**src/rtl/hazard_stall_unit.sv**
```systemverilog
// hazard_stall_unit
//  Hazard controller for a 5-stage MIPS pipeline, located in ID.
//  It detects two conditions:
//   - a load-use hazard: the load in EX writes a register that the ID
//     instruction reads;
//   - a taken branch or jump that is resolved in ID.
//  For each one it drives the PC and IF/ID enables, the IF/ID flush and the
//  ID/EX control-zeroing select. It can hold a stall or a flush for several
//  cycles, and it keeps saturating counts of bubble cycles and flush cycles.
// Ports
//  Clk, Reset           rising-edge clock, synchronous active-high reset
//  ID_Rs, ID_Rt         source registers of the instruction in ID
//  ID_UsesRt            the ID instruction really reads rt
//  EX_MemRead           the instruction in EX is a load
//  EX_WriteReg          destination register of the instruction in EX
//  BranchTaken          the branch/jump in ID is taken this cycle
//  PCWrite, IFIDWrite   load enables for PC and IF/ID
//  IFFlush              IF/ID loads a nop
//  CtrlSel              ID/EX control select (1 = decoded controls, 0 = bubble)
//  StallCount           saturating count of bubble cycles (CtrlSel = 0)
//  FlushCount           saturating count of flush cycles (IFFlush = 1)
module hazard_stall_unit #(
  parameter int REG_W          = 5,
  parameter int LOAD_STALL_CYC = 1,
  parameter int BR_FLUSH_CYC   = 1
) (
  input  logic             Clk,
  input  logic             Reset,
  input  logic [REG_W-1:0] ID_Rs,
  input  logic [REG_W-1:0] ID_Rt,
  input  logic             ID_UsesRt,
  input  logic             EX_MemRead,
  input  logic [REG_W-1:0] EX_WriteReg,
  input  logic             BranchTaken,
  output logic             PCWrite,
  output logic             IFIDWrite,
  output logic             IFFlush,
  output logic             CtrlSel,
  output logic [31:0]      StallCount,
  output logic [31:0]      FlushCount
);

  typedef enum logic [1:0] {RUN, STALL, FLUSH} state_t;

  // The first cycle of a stall or flush is spent in RUN. The counter
  // therefore holds only the cycles that remain after that first one.
  localparam logic [3:0] STALL_RELOAD = 4'(LOAD_STALL_CYC - 1);
  localparam logic [3:0] FLUSH_RELOAD = 4'(BR_FLUSH_CYC - 1);

  state_t     state;
  logic [3:0] cnt;
  logic       hazard;

  // Register $zero is never a real dependency, so a write to it is ignored.
  assign hazard = EX_MemRead && (EX_WriteReg != '0) &&
                  ((EX_WriteReg == ID_Rs) || (ID_UsesRt && (EX_WriteReg == ID_Rt)));

  // In RUN the outputs follow the inputs in the same cycle (Mealy).
  // In STALL and FLUSH they depend only on the state (Moore).
  // While Reset is high the outputs take a safe value: nothing advances,
  // IF/ID takes a nop and ID/EX takes a bubble.
  always_comb begin
    PCWrite   = 1'b1;
    IFIDWrite = 1'b1;
    IFFlush   = 1'b0;
    CtrlSel   = 1'b1;
    if (Reset) begin
      PCWrite   = 1'b0;
      IFIDWrite = 1'b0;
      IFFlush   = 1'b1;
      CtrlSel   = 1'b0;
    end else begin
      unique case (state)
        RUN: begin
          // A hazard has priority: a branch that depends on a pending load
          // waits in ID until the load data is available.
          if (hazard) begin
            PCWrite   = 1'b0;
            IFIDWrite = 1'b0;
            CtrlSel   = 1'b0;
          end else if (BranchTaken) begin
            IFFlush = 1'b1;
          end
        end
        STALL: begin
          PCWrite   = 1'b0;
          IFIDWrite = 1'b0;
          CtrlSel   = 1'b0;
        end
        FLUSH: IFFlush = 1'b1;
        default: ;
      endcase
    end
  end

  always_ff @(posedge Clk) begin
    if (Reset) begin
      state      <= RUN;
      cnt        <= 4'd0;
      StallCount <= 32'd0;
      FlushCount <= 32'd0;
    end else begin
      unique case (state)
        RUN: begin
          if (hazard) begin
            if (LOAD_STALL_CYC > 1) begin
              state <= STALL;
              cnt   <= STALL_RELOAD;
            end
          end else if (BranchTaken && (BR_FLUSH_CYC > 1)) begin
            state <= FLUSH;
            cnt   <= FLUSH_RELOAD;
          end
        end
        // While in STALL or FLUSH, hazard and BranchTaken are ignored.
        // The instruction in ID is either held or is already a nop.
        STALL, FLUSH: begin
          cnt <= cnt - 4'd1;
          if (cnt == 4'd1) state <= RUN;
        end
        default: state <= RUN;
      endcase
      if (!CtrlSel && (StallCount != 32'hFFFF_FFFF)) StallCount <= StallCount + 32'd1;
      if (IFFlush && (FlushCount != 32'hFFFF_FFFF)) FlushCount <= FlushCount + 32'd1;
    end
  end

endmodule
```
**config.mk**
```make
export PLATFORM = sky130hd
export DESIGN_NAME = hazard_stall_unit
export DESIGN_NICKNAME = d
export VERILOG_FILES = /design/src/rtl/hazard_stall_unit.sv
export SDC_FILE = /design/constraint.sdc
export NUM_CORES = 1
export LEC_CHECK = 0
export CAP_MARGIN = 0
export CORE_MARGIN = 2
export CORE_UTILIZATION = 44
export CTS_CLUSTER_DIAMETER = 50
export CTS_CLUSTER_SIZE = 24
export DETAILED_ROUTE_END_ITERATION = 16
export MAX_ROUTING_LAYER = met4
export PLACE_DENSITY = 0.78
export SYNTH_ARGS = -nofsm -noshare
export SYNTH_HDL_FRONTEND = slang
export SYNTH_SLANG_ARGS = --single-unit
```
**constraint.sdc**
```tcl
create_clock -name Clk -period 2.3 [get_ports Clk]
set_clock_uncertainty 0.1 [all_clocks]
set_input_delay 0.46 -clock Clk [delete_from_list [all_inputs] [get_ports Clk]]
set_output_delay 0.46 -clock Clk [all_outputs]
set_load 0.05 [all_outputs]
```
==> results.md, run 1 <==
* Status: finished, violations left
* Violations in the final reports: negative setup slack
* Cts bufs inserted at 9
* Syn Area/Cell at 8.01 µm²
* Startpoint of the lowest-slack register-to-register path: StallCount[0]
* CP max-delay cell: or4_4
* Least-Margin Pin Slew at 754 ps
* Synth warnings at 0
* Layout Area Growth over Synthesis at 54.7%
* Endpoints failing setup at 10
* Via count of the first global-routing pass at between 3,000 and 4,000
* Detailed placer's ending HPWL at 6740 µm
* Minimum hold slack at 397 ps
* Post-detailed-route count of antenna-violating nets at 0
* Remaining design rule violation count at 0
* Die outline width at 91.8 µm
* Ports at 88
* Starting density of the core at 0.446
* Number of standard cells in the layout, taps in and fillers out at ~660
* Peak clock frequency supported by timing at roughly 420 MHz
* Number of core rows at 32
* Initial DRC count at 154
* Antenna violations before repair at 0
* Top cells by instance count after synthesis: 64 x dfxtp_1, 39 x a21oi_1, 36 x nand3_1, 36 x nor2_1
* CTS Buffer Depth at 2
* DR pass1 iterations at 4
* Capturing point of the worst reg2reg path: StallCount[31]
* Top cell type's share of synthesized area at 0.377
* Most instantiated flip-flop cell in the synthesis netlist: dfxtp_1
* Unrepaired setup endpoints after global routing: yes
* Tot GR Track Use at 0.248
* Most common cell in the synthesized netlist: dfxtp_1
* Clock latency reported for the late side of the worst-skew pair at 360 ps
* Number of synthesized flops with an enable pin at 0
* Critical Path Source Type: input port
* Signal arrival time at the worst endpoint at 1840 ps
* Die Outline Area at ~8400 µm²
* CTS root buf: clkbuf_8
* Slew HR at 0.497
* Ant. Diodes at 0
* Post-layout utilization of the core at 0.690
* Pin count of the biggest net entering global routing at 74
* Vertical die dimension at 91.8 µm
* Number of violations of the max-capacitance limit at 0
* Number of nets in the finished design at between 500 and 600
* Remaining Overflow, GRT at 0
* Filler cell count at 585
* Overall Power at around 2.3 mW
* Placeable core area at 7610 µm²
* Internal reg-to-reg setup slack at 60 ps
* Async set or reset register ratio after synthesis at 0
* Critical-path cell list: buf_6, or4_4, o21a_1, a21bo_2, buf_12, nand2_8, buf_12
* Worst-path clk slew at roughly 80 ps
* Ratio of cells with drive above 1 in the final layout at 0.297
* Ratio of final minimum period to clock period at 1.04
* Number of buffers inserted by port buffering at 87
* Total power divided by cell area at 440 nW/µm²
* Placed Cells at between 600 and 700
* Final hold vios at 0
* Gate count of the mapped netlist at between 400 and 500
* Count of clock tree sinks at between 60 and 70
* Cell repeated most along the worst path: buf_12
* Required time of the worst setup path at 1740 ps
* Smallest setup slack after layout at -99.5 ps
* Critical Setup Path Class: in2out
* Number of cells traversed by the worst register-to-register path at 7
* Number of nets in the synthesized netlist at about 450
* Aggregate routed wire length at 10,200 µm
* Number of distinct standard cells referenced by the synthesized netlist at 38
* HP Class: reg2reg
* Nature of the critical path endpoint: output pin
* Vias per std cell at between 5 and 6
* Critical path fanouts, max at 2
* Area contributors post-synth: dfxtp_1 38%, a21oi_1 5.8%, nand3_1 5.3%
* Global placer's final weighted congestion at around 0.88
* Detailed-route wire length per cell at 15.5 µm
* Final min period at 2400 ps
* Worst-case vdd ir drop at around 0.00028 V
* Area leader, netlist: dfxtp_1
* TritonCTS clock tree: built
* Number of register bits inferred by synthesis at 64
* Via count at 3,822
* Worst-case setup slack after placement at -686 ps
* Post-Synthesis Cell Area at 3390 µm²
* Highest cell delay on the worst timing path at 530 ps
* Critical path launch point: EX_WriteReg[3]
* First-pass GRT wire length at approximately 16,000 µm
* Final slew viol count at 0
* Leakage at roughly 1.8 nW
* Number of H-tree levels at 3
* Sequential share of the synthesized area at 0.377
* Critical Path End: IFFlush
[cells by family (layout without fill, tap and decap cells)]
kind of cell | count (synthesis) | after routing | synth area share
AOI/OAI and AO/OA | 88 | 88 | 0.149
xor gates and xnor gates | 24 | 24 | 0.0619
adders and majority gates | 2 | 2 | 0.00737
buffers and inverters | 32 | 164 | 0.0420
DFF | 64 | 64 | 0.377
muxes | 10 | 10 | 0.0332
and+or+nand+nor | 204 | 204 | 0.329
[cell usage in the layout (no fill, tap or decap), drive strengths merged, types with 2 or more instances in the layout]
cell / netlist / layout
nor3: 10 / 10
nor2: 36 / 36
clkinv: 0 / 4
or3: 23 / 23
nor4b: 2 / 2
and4: 4 / 4
dlygate4sd2: 0 / 8
nand3: 36 / 36
xnor2: 10 / 10
xor2: 14 / 14
nor2b: 9 / 9
nand4: 22 / 22
or4: 17 / 17
nand4b: 2 / 2
ha: 2 / 2
nand2: 25 / 25
inv: 8 / 11
dlymetal6s2s: 0 / 3
buf: 4 / 61
and2: 2 / 2
clkbuf: 20 / 11
a21oi: 39 / 39
o21a: 2 / 2
and3: 7 / 7
mux2: 10 / 10
nor4: 7 / 7
dfxtp: 64 / 64
o31ai: 14 / 14
clkdlybuf4s50: 0 / 66
o21ai: 26 / 26
[per-stage QoR]
| step | TNS [ps] | area [µm²] |
|---|---|---|
| floorplan | -696 | 3570 |
| global placement | -31750 | 4800 |
| detailed placement | -34120 | 4800 |
| CTS | -595 | 5080 |
| global route | -1280 | 5250 |
| finish | -419 | 5250 |
[area by class of cell]
cell class	instances	area [µm²]	share of cell area
well taps	102	128	0.0243
flip-flops and latches	64	1360	0.259
clock buffers	9	124	0.0236
clock inverters	7	45.0	0.00858
repair buffers	140	1380	0.262
multi-input cells	328	2190	0.417
inverters	8	30.0	0.00572
[routing by layer]
layer  wire (µm)  share of wire  global-route usage  vias to the layer above
met5           0              0                   -                        -
met4         165          0.016               0.101                        0
met3         695          0.068              0.0756                       24
met2        5180           0.51               0.405                      129
met1        4160           0.41               0.285                     1841
li1            -              -                   -                     1828
[power breakdown]
part	switching, mW	total (mW)	leakage (nW)	internal [mW]
clock	0.496	0.888	0.0940	0.391
combinational	0.168	0.310	1.16	0.142
sequential	0.00995	1.11	0.540	1.10
[registers in the layout, summed over array words and instances, names as in the netlist]
signal / cells
FlushCount: 32
StallCount: 32
[timing repair]
action | CTS | global route
resized for setup | 36 | 34
gates cloned | 2 | 1
setup endpoints to repair | 61 | 37
buffers inserted | 5 | 6
pin swaps | 21 | 19
hold buffers | 0 | 0
[critical path: cells and delay by family]
kind                   cells  cell delay, ps
AO/OA/AOI/OAI              2             450
buffers and inverters      3             360
AND/OR/NAND/NOR            2             580
[worst min path at each step]
stage / start / end / slack [ps] / depth (start not counted)
final: StallCount[23] / StallCount[23] / 400 / 2
after floorplan: StallCount[1] / StallCount[1] / 460 / 2
after global routing: FlushCount[24] / FlushCount[24] / 420 / 2
after CTS: FlushCount[24] / FlushCount[24] / 400 / 2
after global placement: FlushCount[24] / FlushCount[24] / 370 / 2
after detailed placement: FlushCount[24] / FlushCount[24] / 380 / 2
(Power assumes the default switching activity.)
==> run 2: changes to the inputs <==
--- a/config.mk
+++ b/config.mk
@@ -11,6 +11,8 @@
 export CTS_CLUSTER_DIAMETER = 50
 export CTS_CLUSTER_SIZE = 24
 export DETAILED_ROUTE_END_ITERATION = 16
+export GPL_ROUTABILITY_DRIVEN = 1
+export GPL_TIMING_DRIVEN = 0
 export MAX_ROUTING_LAYER = met4
 export PLACE_DENSITY = 0.78
 export SYNTH_ARGS = -nofsm -noshare
==> run 2 against run 1 <==
  * Clock-buffer cell count rose by 3
  * The flow still finishes with violations (negative setup slack)
  * Sequential share of layout area is 1.7 points lower
  * Critical path depth unchanged
  * Combinational power up 12%
  * Worst hold slack worse by 4.0 ps
  * Sequential cell count stayed put
  * Largest cell class unchanged
  * Setup slack got worse by 85 ps
  * Utilization is 4.6 points higher
  * Global-route usage rose by 1.4 points
  * Routed wire length increased by 19%
  * Via count increased by 4.0%
  * Critical endpoint unchanged
  * Register-to-register slack worse by 150 ps
==> results.md, run 2 (synthesis results as in run 1) <==
* Status: finished, violations left
* Violations in the final reports: negative setup slack
* Smallest setup slack after layout at -185 ps (-85.2 ps)
* Family with the most delay on the worst path: simple AND/OR/NAND/NOR gates
* Count of clock tree sinks at 64 (unchanged)
* Least-Margin Pin Slew at 542 ps (-213 ps)
* Peak clock frequency supported by timing at 402 MHz (-3.4%)
* Die Outline Area at 8430 µm² (unchanged)
* Switching Share at 0.275 (-0.0169)
* Via count at 3,975 (+4.0%)
* Ports at 88 (unchanged)
* Total power divided by cell area at 436 nW/µm² (-0.92%)
* Vias per std cell at 6.07 (+4.5%)
* Number of nets in the finished design at 570 (-0.52%)
* Total area of sequential cells at 1360 µm² (about the same)
* Combined area of the multi-input logic cells at 2530 µm² (+16%)
* Critical Setup Path Class: in2out
* Remaining design rule violation count at 0 (unchanged)
* Tot GR Track Use at 0.262 (+0.0142)
* Detailed placer's ending HPWL at 7100 µm (+5.4%)
* Ant. Diodes at 0 (unchanged)
* Overall Power at 2.44 mW (+5.7%)
* Critical path fanouts, max at 3 (+1)
* Placeable core area at 7610 µm² (unchanged)
* Clock latency reported for the late side of the worst-skew pair at 340 ps (-20 ps)
* Hold-fix buffers at CTS at 0 (unchanged)
* Remaining Overflow, GRT at 0 (unchanged)
* Commonest non-fill, non-tap cell in the layout: clkdlybuf4s50_1
* Worst-path clk slew at 80 ps (about the same)
* Global placer's final weighted congestion at 0.931 (+6.2%)
* Unrepaired setup endpoints after global routing: yes
* Starting density of the core at 0.446 (unchanged)
* Clock network fraction of design power at 0.401 (+0.017)
* Number of buffer and inverter stages on the critical path at 3 (unchanged)
* Ratio of final minimum period to clock period at 1.08 (+0.0370)
* Critical Path Source Type: input port
* Final hold vios at 0 (unchanged)
* Critical-path cell list: buf_8, or4_4, o21a_4, a21bo_4, clkbuf_16, nand2_8, buf_8
* TritonCTS clock tree: built
* Detailed-route wire length per cell at 18.6 µm (+20%)
* Die outline width at 91.8 µm (unchanged)
* Commonest cells after routing, fill and taps aside: 68 x clkdlybuf4s50_1, 36 x nor2_1, 30 x a21oi_1
* Endpoints failing setup at 24 (+14)
* Combinational cell fraction of total power at 0.142 (+0.008)
* Switching power of the nets at 0.672 mW (-0.40%)
* CTS root buf: clkbuf_8
* Number of H-tree levels at 3 (unchanged)
* Worst-case setup slack after placement at -1440 ps (-752 ps)
* P_int at 1.77 mW (+8.3%)
* Filler cell count at 534 (-8.7%)
* CTS Buffer Depth at 2 (unchanged)
* Number of violations of the max-capacitance limit at 0 (unchanged)
* Aggregate routed wire length at 12,200 µm (+19%)
* Highest cell delay on the worst timing path at 540 ps (about the same)
* Antenna violations before repair at 0 (unchanged)
* Initial DRC count at 259 (+68%)
* Layout Area Growth over Synthesis at 65.1%
* Nature of the critical path endpoint: output pin
* Number of buffers inserted by port buffering at 87 (unchanged)
* Via count of the first global-routing pass at 3,670 (+1.6%)
* Cell repeated most along the worst path: buf_8
* Largest registers: FlushCount (32), StallCount (32)
* Required time of the worst setup path at 1740 ps (about the same)
* CP max-delay cell: or4_4
* Ratio of cells with drive above 1 in the final layout at 0.358 (+0.0613)
* Signal arrival time at the worst endpoint at 1920 ps (+80 ps)
* Leakage at 1.91 nW (+6.3%)
* First-pass GRT wire length at 17,600 µm (+6.6%)
* Worst-case vdd ir drop at 0.000301 V (+8.8%)
* HP Class: reg2reg
* Cts bufs inserted at 9 (unchanged)
* Final slew viol count at 0 (unchanged)
* Pin count of the biggest net entering global routing at 12 (-84%)
* Total Neg Setup Slack at -1760 ps (-1340 ps)
* Slew HR at 0.638 (+0.141)
* Post-detailed-route count of antenna-violating nets at 0 (unchanged)
* DR pass1 iterations at 5 (+1)
* Vertical die dimension at 91.8 µm (unchanged)
* Number of core rows at 32 (unchanged)
* Fraction of power consumed by sequential logic at 0.457 (-0.025)
* Final min period at 2480 ps (+85.2 ps)
## run 2: cell count changes in the layout (fill, tap and decap cells not counted), moves of 6 or more
cell / change
a21oi_2: +6
o21ai_0: -6
nor3_4: +6
a21oi_1: -6
mux2_2: -7
buf_4: -20
mux2_4: +7
## run 2: worst min-delay path: stages (launching register included)
cell,delay (ps)
dfxtp_2,350
o31ai_4,50
a21oi_1,50
## run 2: layer usage
metal / up-vias / track usage / wire length, µm / share of wire
li1: 1819 / - / - / -
met1: 1919 / 0.310 / 4740 / 0.39
met2: 208 / 0.440 / 6270 / 0.52
met3: 29 / 0.0509 / 897 / 0.074
met4: 0 / 0.104 / 270 / 0.022
met5: - / - / 0 / 0
## run 2: per-stage QoR
| step | hold slack (ps) | instances | utilization | area, µm² |
|---|---|---|---|---|
| after floorplan | 456 | 424 | - | 3570 |
| after global placement | 368 | 613 | 0.600 | 4570 |
| after detailed placement | 380 | 613 | 0.600 | 4570 |
| after CTS | 384 | 645 | 0.675 | 5140 |
| after global routing | 403 | 655 | 0.737 | 5610 |
| final | 393 | 655 | 0.737 | 5610 |
## run 2: layout make-up
cell class / count / area share
repair buffers: 117 / 0.208
multi-input cells: 328 / 0.452
clock buffers: 12 / 0.0315
inverters: 8 / 0.00536
flip-flops and latches: 64 / 0.242
plain buffers: 20 / 0.0344
well taps: 102 / 0.0228
clock inverters: 4 / 0.00402
## run 2: repair_timing
item / 4_1_cts / 5_1_grt
gates resized for setup: 121 / 95
setup endpoints to repair: 62 / 65
pin swaps: 24 / 40
setup buffers: 16 / 11
gates cloned: 1 / 2
## run 2: power groups by stage
stage / sequential, mW / clock (mW) / combinational (mW)
global route: 1.12 / 1.04 / 0.366
CTS: 1.11 / 0.978 / 0.295
global placement: 1.14 / 0 / 0.240
detailed placement: 1.14 / 0 / 0.242
floorplan: 1.16 / 0 / 0.125
finish: 1.12 / 0.981 / 0.347
## run 2: worst paths after layout
check	from	to	slack, ps	depth (start not counted)
setup reg to reg	FlushCount[7]	FlushCount[29]	-90	5
setup / recovery	EX_WriteReg[2]	IFFlush	-180	7
hold reg to reg	FlushCount[24]	FlushCount[24]	390	2
hold / removal	FlushCount[24]	FlushCount[24]	390	2
==> run 3: changes to the inputs <==
--- a/config.mk
+++ b/config.mk
@@ -15,6 +15,7 @@
 export GPL_TIMING_DRIVEN = 0
 export MAX_ROUTING_LAYER = met4
 export PLACE_DENSITY = 0.78
+export RECOVER_POWER = 100
 export SYNTH_ARGS = -nofsm -noshare
 export SYNTH_HDL_FRONTEND = slang
 export SYNTH_SLANG_ARGS = --single-unit
==> run 3 against run 2 <==
  * The run still ends with negative setup slack left
  * Routed wire length is 0.39% higher
  * Setup slack worse by 2.5 ps
  * Sequential cell count stayed put
  * Worst hold slack hardly changed
  * Utilization hardly changed
  * Combinational power hardly changed
  * Clock power hardly changed
  * First-iteration DRC count is 8.1% lower
  * Critical endpoint unchanged
  * Highest routed layer unchanged
==> results.md, run 3 (synthesis results as in run 1) <==
* Status: finished, violations left
* Violations in the final reports: negative setup slack
* Aggregate routed wire length at 12,200 µm (+0.39%)
* Internal reg-to-reg setup slack at -80 ps (about the same)
* CTS root buf: clkbuf_8
* Layout Area Growth over Synthesis at 65.0% (about the same)
* Minimum hold slack at 393 ps (-0.0100 ps)
* Slew HR at 0.639 (+0.00103)
* Overall Power at 2.44 mW (about the same)
* Final slew viol count at 0 (unchanged)
* Remaining Overflow, GRT at 0 (unchanged)
* Cts bufs inserted at 9 (unchanged)
* Total power divided by cell area at 436 nW/µm² (about the same)
* Family with the most delay on the worst path: simple AND/OR/NAND/NOR gates
* Ports at 88 (unchanged)
* Vertical die dimension at 91.8 µm (unchanged)
* Placed Cells at 613 (unchanged)
* Via count of the first global-routing pass at 3,670 (unchanged)
* Total Neg Setup Slack at -1830 ps (-72.9 ps)
* Detailed-route wire length per cell at 18.7 µm (+0.39%)
* Placeable core area at 7610 µm² (unchanged)
* Tot GR Track Use at 0.262 (unchanged)
* Starting density of the core at 0.446 (unchanged)
* Critical path launch point: EX_WriteReg[2]
* Worst-case setup slack after placement at -1440 ps (unchanged)
* Number of core rows at 32 (unchanged)
* Worst hold path depth at 2 (unchanged)
* Signal arrival time at the worst endpoint at 1930 ps (about the same)
* Initial DRC count at 238 (-8.1%)
* Design area at 5600 µm² (about the same)
* Worst-case vdd ir drop at 0.000302 V (+0.12%)
* Nature of the critical path endpoint: output pin
* Number of standard cells in the layout, taps in and fillers out at 655 (unchanged)
* Antenna violations before repair at 0 (unchanged)
* Number of buffer and inverter stages on the critical path at 3 (unchanged)
* Worst-path clk slew at 70 ps (about the same)
* Post-detailed-route count of antenna-violating nets at 0 (unchanged)
* Number of buffers inserted by port buffering at 87 (unchanged)
* CTS Buffer Depth at 2 (unchanged)
* Number of violations of the max-capacitance limit at 0 (unchanged)
* Remaining design rule violation count at 0 (unchanged)
* Detailed placer's ending HPWL at 7100 µm (unchanged)
* Cell repeated most along the worst path: buf_8
* Critical-path cell list: buf_8, or4_4, o21a_4, a21bo_4, clkbuf_16, nand2_8, buf_8
* Unrepaired setup endpoints after global routing: yes
* CP max-delay cell: or4_4
* First-pass GRT wire length at 17,600 µm (unchanged)
* Die Outline Area at 8430 µm² (unchanged)
* Highest cell delay on the worst timing path at 540 ps (about the same)
* Smallest setup slack after layout at -187 ps (-2.51 ps)
* Peak clock frequency supported by timing at 402 MHz (-0.10%)
* Global placer's final weighted congestion at 0.931 (unchanged)
* Ratio of cells with drive above 1 in the final layout at 0.356 (-0.00181)
* Least-Margin Pin Slew at 540 ps (-1.54 ps)
* Commonest cells after routing, fill and taps aside: 68 x clkdlybuf4s50_1, 36 x nor2_1, 30 x a21oi_1
* Number of nets in the finished design at 570 (unchanged)
* Critical Setup Path Class: in2out
* Hold Startpoint: StallCount[18]
* Vias per std cell at 6.10 (+0.48%)
* TritonCTS clock tree: built
* Number of H-tree levels at 3 (unchanged)
* Number of cells traversed by the worst register-to-register path at 5 (unchanged)
* Leakage at 1.91 nW (-0.22%)
* Ant. Diodes at 0 (unchanged)
* Critical Path Source Type: input port
* Cell area reported after detailed placement at 4570 µm² (unchanged)
* DR pass1 iterations at 5 (unchanged)
* Largest registers: FlushCount (32), StallCount (32)
* Endpoints failing setup at 26 (+8.3%)
* Commonest non-fill, non-tap cell in the layout: clkdlybuf4s50_1
* Die outline width at 91.8 µm (unchanged)
* Final hold vios at 0 (unchanged)
* Via count at 3,994 (+0.48%)
* Capturing point of the worst reg2reg path: FlushCount[29]
* Final min period at 2490 ps (+2.51 ps)
* Required time of the worst setup path at 1740 ps (about the same)
* Clock latency reported for the late side of the worst-skew pair at 340 ps (about the same)
* Count of clock tree sinks at 64 (unchanged)
* Startpoint of the lowest-slack register-to-register path: FlushCount[7]
* Pin count of the biggest net entering global routing at 12 (unchanged)
* Ratio of final minimum period to clock period at 1.08 (+0.00109)
* Post-layout utilization of the core at 0.736 (about the same)
* Terminating pin of the worst hold path: StallCount[18]
* Critical path fanouts, max at 3 (unchanged)
* HP Class: reg2reg
run 3: where the power goes:
part	switching, mW	internal (mW)
clock	0.465	0.514
combinational	0.194	0.153
sequential	0.0120	1.10
total	0.670	1.77
run 3: layout make-up:
class / instances / area (µm²)
fillers: 536 / 2010
well taps: 102 / 128
multi-input cells: 328 / 2530
inverters: 8 / 30.0
repair buffers: 117 / 1160
clock inverters: 4 / 22.5
clock buffers: 12 / 176
flip-flops and latches: 64 / 1360
plain buffers: 20 / 193
run 3: worst max-delay path by stage:
| stage | endpoint | slack (ps) | depth (start not counted) |
|---|---|---|---|
| after detailed placement | IFFlush | -1440 | 8 |
| after CTS | IFFlush | -200 | 8 |
| after global routing | IFFlush | -210 | 7 |
| final | IFFlush | -190 | 7 |
| after global placement | IFFlush | -1430 | 8 |
| after floorplan | FlushCount[5] | -90 | 7 |
run 3: metal layers:
metal | part of all wire | global-route usage | vias to the layer above | wire (µm)
li1 | - | - | 1820 | -
met1 | 0.38 | 0.310 | 1906 | 4680
met2 | 0.51 | 0.440 | 238 | 6240
met3 | 0.083 | 0.0509 | 30 | 1020
met4 | 0.024 | 0.104 | 0 | 295
met5 | 0 | - | - | 0
run 3: worst min-delay path: stages, from the launching register on:
cell and delay, ps:
dfxtp_2 330, o21ai_0 70, a21oi_1 60
run 3: what timing repair did:
action,CTS,global route
setup buffers,16,11
resized for setup,121,95
pin swaps,24,40
cloned,1,2
hold buffers,0,0
setup endpoints to repair,62,65
